### src/rtl/spi_reg_pkg.sv
`default_nettype none
// ============================================================================
// Module   : spi_reg_pkg
// Purpose  : Shared types and constants for the SPI register bridge.
// Revision : 1.0 - initial release
// ============================================================================
package spi_reg_pkg;

   typedef enum logic [2:0] {
      IDLE    = 3'd0,
      CMD     = 3'd1,
      WRITE   = 3'd2,
      RD_REQ  = 3'd3,
      RD_LOAD = 3'd4,
      RD_WAIT = 3'd5
   } state_t;

   localparam int         CMD_WR_BIT    = 7;
   localparam logic [7:0] DEF_IDLE_BYTE = 8'h00;

endpackage
`default_nettype wire

### src/rtl/spi_reg_bridge_sync_2ff.sv
`default_nettype none
// ============================================================================
// Module   : sync_2ff
// Purpose  : Single-bit two-flop synchronizer with selectable reset value.
// Revision : 1.0 - initial release
// ============================================================================
module sync_2ff #(
   parameter logic RST_VAL = 1'b1
) (
   input  logic clk,
   input  logic rst,
   input  logic d,
   output logic q
);

   logic meta;

   always_ff @(posedge clk or posedge rst) begin
      if (rst) begin
         meta <= RST_VAL;
         q    <= RST_VAL;
      end else begin
         meta <= d;
         q    <= meta;
      end
   end

endmodule
`default_nettype wire

### src/rtl/spi_reg_bridge.sv
`default_nettype none
// ============================================================================
// Module   : spi_reg_bridge
// Purpose  : Decodes SPI command/data bytes into register reads and writes.
// Revision : 1.0 - initial release
// ============================================================================
module spi_reg_bridge
   import spi_reg_pkg::*;
#(
   parameter int         ADDR_WIDTH = 7,
   parameter int         AUTO_INC   = 1,
   parameter logic [7:0] IDLE_BYTE  = DEF_IDLE_BYTE
) (
   input  logic                  clk,
   input  logic                  rst,
   input  logic                  ss,
   input  logic [7:0]            rx_byte,
   input  logic                  rx_dv,
   output logic [7:0]            tx_byte,
   output logic                  tx_wr,
   output logic [ADDR_WIDTH-1:0] reg_addr,
   output logic [7:0]            reg_wdata,
   output logic                  reg_we,
   output logic                  reg_re,
   input  logic [7:0]            reg_rdata,
   output logic                  busy
);

   state_t                state, state_nxt;
   logic                  ss_n_s, ss_prev;
   logic [1:0]            settle_cnt;
   logic                  settled, ss_fall, ss_rise;
   logic [ADDR_WIDTH-1:0] addr_inc, addr_nxt;
   logic [7:0]            wdata_nxt, tx_hold, tx_hold_nxt;
   logic                  we_nxt, re_nxt, tx_wr_nxt;

   sync_2ff #(.RST_VAL(1'b1)) u_ss_sync (
      .clk (clk),
      .rst (rst),
      .d   (ss),
      .q   (ss_n_s)
   );

   // The synchronizer comes out of reset at 1; if ss is already low, its first
   // drop is the tail of a frame in progress and must not start a transaction.
   assign settled  = &settle_cnt;
   assign ss_fall  = settled & ss_prev & ~ss_n_s;
   assign ss_rise  = ~ss_prev & ss_n_s;
   assign addr_inc = reg_addr + ADDR_WIDTH'(1);
   assign busy     = (state != IDLE);
   // Read data is forwarded combinationally so tx_wr can land with it.
   assign tx_byte  = (state == RD_LOAD) ? reg_rdata : tx_hold;

   always_ff @(posedge clk or posedge rst) begin
      if (rst) begin
         state      <= IDLE;
         ss_prev    <= 1'b1;
         settle_cnt <= 2'd0;
         reg_addr   <= '0;
         reg_wdata  <= 8'h00;
         reg_we     <= 1'b0;
         reg_re     <= 1'b0;
         tx_wr      <= 1'b0;
         tx_hold    <= 8'h00;
      end else begin
         state      <= state_nxt;
         ss_prev    <= ss_n_s;
         if (!settled) begin
            settle_cnt <= settle_cnt + 2'd1;
         end
         reg_addr   <= addr_nxt;
         reg_wdata  <= wdata_nxt;
         reg_we     <= we_nxt;
         reg_re     <= re_nxt;
         tx_wr      <= tx_wr_nxt;
         tx_hold    <= tx_hold_nxt;
      end
   end

   always_comb begin
      state_nxt   = state;
      addr_nxt    = reg_addr;
      wdata_nxt   = reg_wdata;
      we_nxt      = 1'b0;
      re_nxt      = 1'b0;
      tx_wr_nxt   = 1'b0;
      tx_hold_nxt = tx_hold;
      if (ss_rise) begin
         state_nxt = IDLE;
      end else begin
         unique case (state)
            IDLE: begin
               if (ss_fall) begin
                  state_nxt   = CMD;
                  tx_wr_nxt   = 1'b1;
                  tx_hold_nxt = IDLE_BYTE;
               end
            end
            CMD: begin
               if (rx_dv) begin
                  addr_nxt = rx_byte[ADDR_WIDTH-1:0];
                  if (rx_byte[CMD_WR_BIT]) begin
                     state_nxt = WRITE;
                  end else begin
                     state_nxt = RD_REQ;
                     re_nxt    = 1'b1;
                  end
               end
            end
            WRITE: begin
               // Advance once the write strobe has been presented at this address.
               if (reg_we && (AUTO_INC != 0)) begin
                  addr_nxt = addr_inc;
               end
               if (rx_dv) begin
                  we_nxt    = 1'b1;
                  wdata_nxt = rx_byte;
               end
            end
            RD_REQ: begin
               state_nxt = RD_LOAD;
               tx_wr_nxt = 1'b1;
            end
            RD_LOAD: begin
               state_nxt   = RD_WAIT;
               tx_hold_nxt = reg_rdata;
            end
            RD_WAIT: begin
               if (rx_dv) begin
                  state_nxt = RD_REQ;
                  re_nxt    = 1'b1;
                  if (AUTO_INC != 0) begin
                     addr_nxt = addr_inc;
                  end
               end
            end
            default: begin
               state_nxt = IDLE;
            end
         endcase
      end
   end

endmodule
`default_nettype wire

### config.mk
export PLATFORM = sky130hd
export DESIGN_NAME = spi_reg_bridge
export DESIGN_NICKNAME = d
export VERILOG_FILES = /design/src/rtl/spi_reg_pkg.sv /design/src/rtl/spi_reg_bridge_sync_2ff.sv /design/src/rtl/spi_reg_bridge.sv
export SDC_FILE = /design/constraint.sdc
export NUM_CORES = 1
export LEC_CHECK = 0
export CORE_UTILIZATION = 35
export CTS_BUF_LIST = sky130_fd_sc_hd__clkbuf_4
export CTS_CLUSTER_DIAMETER = 200
export DETAILED_ROUTE_END_ITERATION = 8
export SLEW_MARGIN = 20
export SYNTH_ARGS = -nofsm -noshare
export SYNTH_HDL_FRONTEND = slang
export SYNTH_SLANG_ARGS = --single-unit
### constraint.sdc
create_clock -name clk -period 1.8 [get_ports clk]
set_clock_uncertainty 0.05 [all_clocks]
set_input_delay 0.36 -clock clk [delete_from_list [all_inputs] [get_ports clk]]
set_output_delay 0.36 -clock clk [all_outputs]
set_load 0.02 [all_outputs]
==> results of run 1 <==
## cells in the mapped netlist
cell       number  area (µm²)
dfrtp_1        31         776
nand2_1        17        63.8
mux2i_1        14         140
inv_1          12        45.0
a21oi_1        11        55.1
mux2_2          9         101
o21ai_0         9        45.0
nor2_1          7        26.3
a2bb2oi_1       5        43.8
nand3_1         4        20.0
dfstp_2         3        78.8
nand4_1         3        18.8
and3_1          2        12.5
buf_4           2        15.0
ha_1            2        25.0
nand3b_1        2        15.0
nor2b_1         2        12.5
a21o_1          1        7.51
a311oi_1        1        8.76
and3b_1         1        8.76
buf_12          1        20.0
buf_2           1        5.00
buf_6           1        11.3
clkbuf_1        1        3.75
nand2b_1        1        6.26
nand4bb_1       1        11.3
nor3_1          1        5.00
nor3_4          1        16.3
nor3b_2         1        12.5
o21ai_4         1        16.3
o311ai_1        1        8.76
or3_1           1        6.26
or3b_4          1        11.3
or4b_2          1        10.0
xnor2_1         1        8.76
## worst max-delay path by stage
stage	endpoint	slack [ps]	from	cells past startpoint
2_1_floorplan	tx_byte[4]	0.4	state[0]	5
3_3_place_gp	tx_byte[6]	-230	state[0]	4
3_5_place_dp	tx_byte[6]	-250	state[0]	4
4_1_cts	tx_byte[6]	-140	state[0]	4
5_1_grt	tx_byte[4]	-200	state[0]	6
6_report	tx_byte[6]	-140	state[0]	4
## routing by layer
layer / routed length, µm / part of all wire (%) / GRT usage [%]
met4: 49 / 1.4 / 5.78
met2: 1740 / 49 / 24.0
met1: 1650 / 46 / 18.9
met3: 130 / 3.6 / 5.41
met5: 0 / 0 / 0
## repair_timing
action                     CTS  global route
resized for setup           63            12
setup buffers                2             1
setup endpoints to repair   15            18
pin swaps                    1             2
## kinds of logic after synthesis
logic type	Yosys count	synth area share, %
multiplexers	23	14.4
AND/OR/NAND/NOR	46	15.3
AO/OA/AOI/OAI	29	11.1
adder cells (fa/ha/maj)	2	1.50
flip-flops	34	51.1
buffers and inverters	18	5.99
XOR/XNOR	1	0.524
## stage by stage
step	area [µm²]	setup TNS (ps)	std cells	setup WS [ps]	hold WS, ps
2_1_floorplan	1670	0	153	0.405	295
3_3_place_gp	2270	-1560	260	-227	298
3_5_place_dp	2270	-1710	260	-251	300
4_1_cts	2320	-1080	270	-139	306
5_1_grt	2370	-1570	271	-204	320
6_report	2370	-869	271	-140	311
## registers in the layout (all words and copies together) (netlist names)
register and flops:
tx_wr 1, ss_prev 1, u_ss_sync.q 1, state 3, u_ss_sync.meta 1, reg_wdata 8
settle_cnt 2, reg_re 1, reg_addr 7, tx_hold 8, reg_we 1
## worst reg2reg max path, stage by stage (launching register included)
cell and delay [ps]:
dfrtp_1 410, ha_1 260, and3b_1 220, a21oi_1 220, nor3_4 90, buf_12 150
mux2i_1 170
## power groups by stage
stage	combinational (mW)	clock (mW)	sequential, mW
floorplan	1.05	0	1.45
global placement	2.02	0	1.24
detailed placement	2.05	0	1.26
CTS	2.01	0.433	1.24
global route	2.22	0.464	1.28
finish	2.08	0.407	1.24
## area by class of cell
type	count	area (µm²)
Inverter	12	45.0
Clock inverter	2	8.76
Clock buffer	6	45.0
Timing Repair Buffer	64	616
Sequential cell	34	855
Tap cell	52	65.1
Multi-Input combinational cell	101	738
Fill cell	401	2100
==> flow_metrics.py, run 1 <==
metrics = {
    "finish": {
        "fin_util_pct": 53.0,
        "nNetsFinal": 240,
        "n_antenna_cell": 0,
        "final_common_cell": "dfrtp_1",
        "final_cell_mix": "31 x dfrtp_1, 30 x clkdlybuf4s50_1, 18 x buf_4, 14 x mux2i_1, 13 x nand2_1",
        "area_growth_pct": 41.9,
        "layout-drive-gt1-share_pct": 26.0,
    },
    "cts": {
        "h-tree-depth": 2,
        "cts_buffers": 5,
        "tritoncts": "yes",
        "clk_pin_slew_ps": 100,
        "cts.sinks": 34,
        "cts_buffer_depth": 2,
        "insertion_delay_ps": 340,
        "postCtsHoldBufs": 0,
        "root_buffer": "clkbuf_4",
    },
    "run_status": {
        "violations": "setup timing",
        "status": "complete, but fails checks",
    },
    "timing": {
        "fmax_mhz": 515,
        "setup_slack_ps": -140,
        "drv_slew": 0,
        "post-route-min-period_ps": 1940,
        "hold_violations": 0,
        "tightestPinTransition_ps": 449,
        "period_share_pct": 108,
        "maxSlewHeadroom_pct": 70.0,
        "rsz0062_at_grt": "yes",
        "setup-violations-final": 9,
    },
    "power_and_ir_drop": {
        "powerDensity_nw_per_um2": 1570,
        "irDropWorstVdd_v": 0.000564,
        "power_mw": 3.72,
        "p_int_mw": 2.22,
        "combPwrFrac_pct": 55.7,
        "power.share.clock_pct": 10.9,
        "sw_frac_of_total_pct": 40.4,
        "seq_power_share_pct": 33.3,
        "leakage_nw": 1.05,
        "power.switching_mw": 1.50,
    },
    "grt": {
        "grtUsageTotal_pct": 15.1,
        "antenna_found_initial": 0,
        "grt_pass1_vias": 1220,
        "grt_pass1_wl_mm": 5.77,
        "grt_max_degree": 35,
        "grt_overflow": 0,
    },
    "routing": {
        "drc": 0,
        "dr.pass1.iters": 4,
        "vias": 1337,
        "wl_per_cell_um": 13.2,
        "ant_nets": 0,
        "routed_wl_mm": 3.57,
        "drt-initial-drc-count": 64,
        "viasPerCell": 4.93,
    },
    "setup_path": {
        "crit_required_ps": 1390,
        "reg2reg_slack_ps": 140,
        "reg2reg_from": "settle_cnt[0]",
        "r2r_end": "tx_hold[7]",
        "slowest_delay_ps": 400,
        "crit_type": "flop to output pin",
        "ff2ff_path_depth": 6,
        "cp_top_family": "flip-flops",
        "path_cells": "nor3b_2 > buf_6 > mux2_4 > buf_6",
        "arrival_ps": 1530,
        "path_common_cell": "buf_6",
        "crit_slowest_cell": "dfrtp_1",
        "critPathMaxFanout": 5,
        "startpoint_type": "flop",
        "end_kind": "output pin",
        "path_buf_inv": 2,
    },
    "synth": {
        "syn_nets": 175,
        "synth_seq_area_share_pct": 51.1,
        "syn_area_per_cell_um2": 10.9,
        "synthCells": 153,
        "ys_ff_latch": 34,
        "ys.warnings.count": 0,
        "synth_area_um2": 1670,
        "synth_cell_type_count": 35,
    },
    "floorplan": {
        "dieArea_um2": 5060,
        "coreArea_um2": 4470,
        "fp.dieH_um": 71.1,
        "rows": 24,
        "die_w_um": 71.1,
        "start_util_pct": 37.4,
        "io_pins": 47,
    },
    "placement": {
        "port_buffers": 46,
        "gp_congestion": 0.839,
        "hpwlAfterDp_mm": 2.57,
    },
    "flow_run": {
        "drv_cap": 0,
    },
    "worst_hold_path": {
        "hp-class": "input port to async pin",
    },
}
Note: power is estimated with default switching activity, not from simulation.
==> run 2, diff against run 1 <==
--- a/config.mk
+++ b/config.mk
@@ -11,2 +11,3 @@
 export DETAILED_ROUTE_END_ITERATION = 8
+export RECOVER_POWER = 100
 export SLEW_MARGIN = 20
==> constraint.sdc (replaced) <==
create_clock -name clk -period 1.8 [get_ports clk]
set_clock_uncertainty 0.05 [all_clocks]
set_input_delay 0.18 -clock clk [delete_from_list [all_inputs] [get_ports clk]]
set_output_delay 0.18 -clock clk [all_outputs]
set_load 0.02 [all_outputs]
==> run 2 against run 1 <==
The run now ends clean. Die area stayed put. Combinational power is 10% lower. Sequential power hardly changed. Critical path depth is 2 higher. Maximum frequency is 11% higher. Highest routed layer unchanged.
==> flow_metrics.py, run 2 (synthesis gave the netlist of run 1 again) <==
metrics = {
    "floorplan": {
        "fp.dieH_um": 71.1,
        "dieArea_um2": 5060,
        "io_pins": 47,
        "die_w_um": 71.1,
        "rows": 24,
        "coreArea_um2": 4470,
        "start_util_pct": 37.4,
    },
    "cts": {
        "insertion_delay_ps": 330,
        "cts_buffer_depth": 2,
        "root_buffer": "clkbuf_4",
        "cts.sinks": 34,
        "tritoncts": "yes",
        "postCtsHoldBufs": 0,
        "h-tree-depth": 2,
        "cts_buffers": 5,
        "clk_pin_slew_ps": 90,
    },
    "worst_hold_path": {
        "hp-class": "flop to flop",
        "whs_endpoint": "u_ss_sync.q",
        "hold_depth": 0,
        "min_from": "u_ss_sync.meta",
    },
    "timing": {
        "tightestPinTransition_ps": 848,
        "post-route-min-period_ps": 1750,
        "fmax_mhz": 572,
        "period_share_pct": 97.2,
        "setup-violations-final": 0,
        "maxSlewHeadroom_pct": 43.5,
        "hold_violations": 0,
        "drv_slew": 0,
        "rsz0062_at_grt": "yes",
        "tns_ps": 0,
    },
    "setup_path": {
        "crit_type": "flop to flop",
        "end_kind": "flop",
        "arrival_ps": 1940,
        "ff2ff_path_depth": 6,
        "crit_required_ps": 1990,
        "startpoint_type": "flop",
        "r2r_end": "tx_hold[5]",
        "reg2reg_from": "settle_cnt[0]",
        "critPathMaxFanout": 8,
        "reg2reg_slack_ps": 50,
    },
    "power_and_ir_drop": {
        "combPwrFrac_pct": 53.3,
        "power.switching_mw": 1.46,
        "irDropWorstVdd_v": 0.000681,
        "powerDensity_nw_per_um2": 1580,
        "p_int_mw": 2.06,
        "power_mw": 3.52,
        "sw_frac_of_total_pct": 41.4,
        "power.share.clock_pct": 11.4,
        "seq_power_share_pct": 35.3,
        "leakage_nw": 0.987,
    },
    "finish": {
        "layout-drive-gt1-share_pct": 19.0,
        "area_growth_pct": 33.2,
        "instances_no_fill": 263,
        "final_cell_mix": "31 x dfrtp_1, 20 x clkdlybuf4s50_1, 17 x nand2_1, 17 x dlygate4sd3_1, 14 x mux2i_1",
        "top_regs": "reg_wdata (8), tx_hold (8), reg_addr (7)",
        "final_common_cell": "dfrtp_1",
        "nNetsFinal": 232,
        "n_antenna_cell": 0,
    },
    "routing": {
        "drc": 0,
        "ant_nets": 0,
        "viasPerCell": 5.03,
        "vias": 1323,
        "routed_wl_mm": 3.54,
        "wl_per_cell_um": 13.4,
        "dr.pass1.iters": 4,
        "drt-initial-drc-count": 46,
    },
    "grt": {
        "antenna_found_initial": 0,
        "grt_pass1_vias": 1329,
        "grt_pass1_wl_mm": 6.00,
        "grtUsageTotal_pct": 15.4,
        "grt_overflow": 0,
        "grt_max_degree": 35,
    },
    "run_status": {
        "status": "finished clean",
    },
    "placement": {
        "port_buffers": 46,
        "hpwlAfterDp_mm": 2.61,
        "gp_congestion": 0.834,
        "dp.cells": 254,
    },
    "flow_run": {
        "drv_cap": 0,
    },
}
[run 2: cell count changes in the layout (fill, tap and decap cells not counted), moves of 2 or more]
| cell | change |
|---|---|
| buf_6 | -3 |
| buf_2 | +3 |
| o21ai_1 | -5 |
| dlygate4sd2_1 | -6 |
| o21ai_2 | -2 |
| nand2_2 | -4 |
| clkdlybuf4s50_1 | -10 |
| clkbuf_2 | +4 |
| dlygate4sd3_1 | +17 |
| buf_4 | -10 |
| nand2_1 | +4 |
| buf_12 | -3 |
| o21ai_0 | +7 |
[run 2: stage by stage]
| step | hold slack [ps] | setup slack (ps) | area (µm²) | utilization [%] |
|---|---|---|---|---|
| after CTS | 176 | 0.223 | 2250 | 50.2 |
| after detailed placement | 303 | 0.220 | 2210 | 49.4 |
| after global routing | 314 | -68.1 | 2230 | 49.8 |
| after floorplan | 134 | 180 | 1670 | - |
| after global placement | 298 | -3.58 | 2210 | 49.4 |
| final | 318 | 50.5 | 2230 | 49.8 |
[run 2: what timing repair did]
item | in CTS | in global routing
setup endpoints to repair | 9 | 11
cloned | 0 | 0
buffers inserted | 0 | 1
pin swaps | 1 | 1
gates resized for setup | 42 | 4
[run 2: worst max path at each step]
stage / from / slack (ps) / to
6_report: settle_cnt[0] / 50 / tx_hold[5]
5_1_grt: state[1] / -70 / tx_byte[1]
3_3_place_gp: state[0] / -4 / tx_byte[6]
2_1_floorplan: state[0] / 180 / tx_byte[4]
4_1_cts: state[0] / 0.2 / busy
3_5_place_dp: state[0] / 0.2 / tx_byte[4]
[run 2: critical path, cell delays in order (launching register included)]
cell      delay, ps
dfrtp_1         400
ha_1            250
and3b_1         210
a21oi_1         240
nor3_4           70
clkbuf_2        220
mux2i_1         220
[run 2: cell type report]
class | instances | area (µm²)
fill | 410 | 2250
clock buffer | 6 | 45.0
tap | 52 | 65.1
inverter | 12 | 45.0
multi-input combinational | 101 | 718
clock inverter | 2 | 8.76
timing repair buffer | 56 | 490
sequential | 34 | 855
[run 2: metal layers]
layer,GRT usage (%),vias up,part of all wire [%]
met5,0,-,0
met4,6.00,0,1.6
met3,4.56,6,3.0
met2,25.4,28,49
met1,19.0,634,46
li1,-,655,-
[run 2: power by group through the flow]
stage          Clock, mW  Combinational [mW]  Sequential (mW)
6_report           0.401                1.87             1.24
5_1_grt            0.463                2.03             1.29
4_1_cts            0.428                1.97             1.25
3_5_place_dp           0                2.03             1.26
3_3_place_gp           0                1.99             1.24
2_1_floorplan          0                1.05             1.45
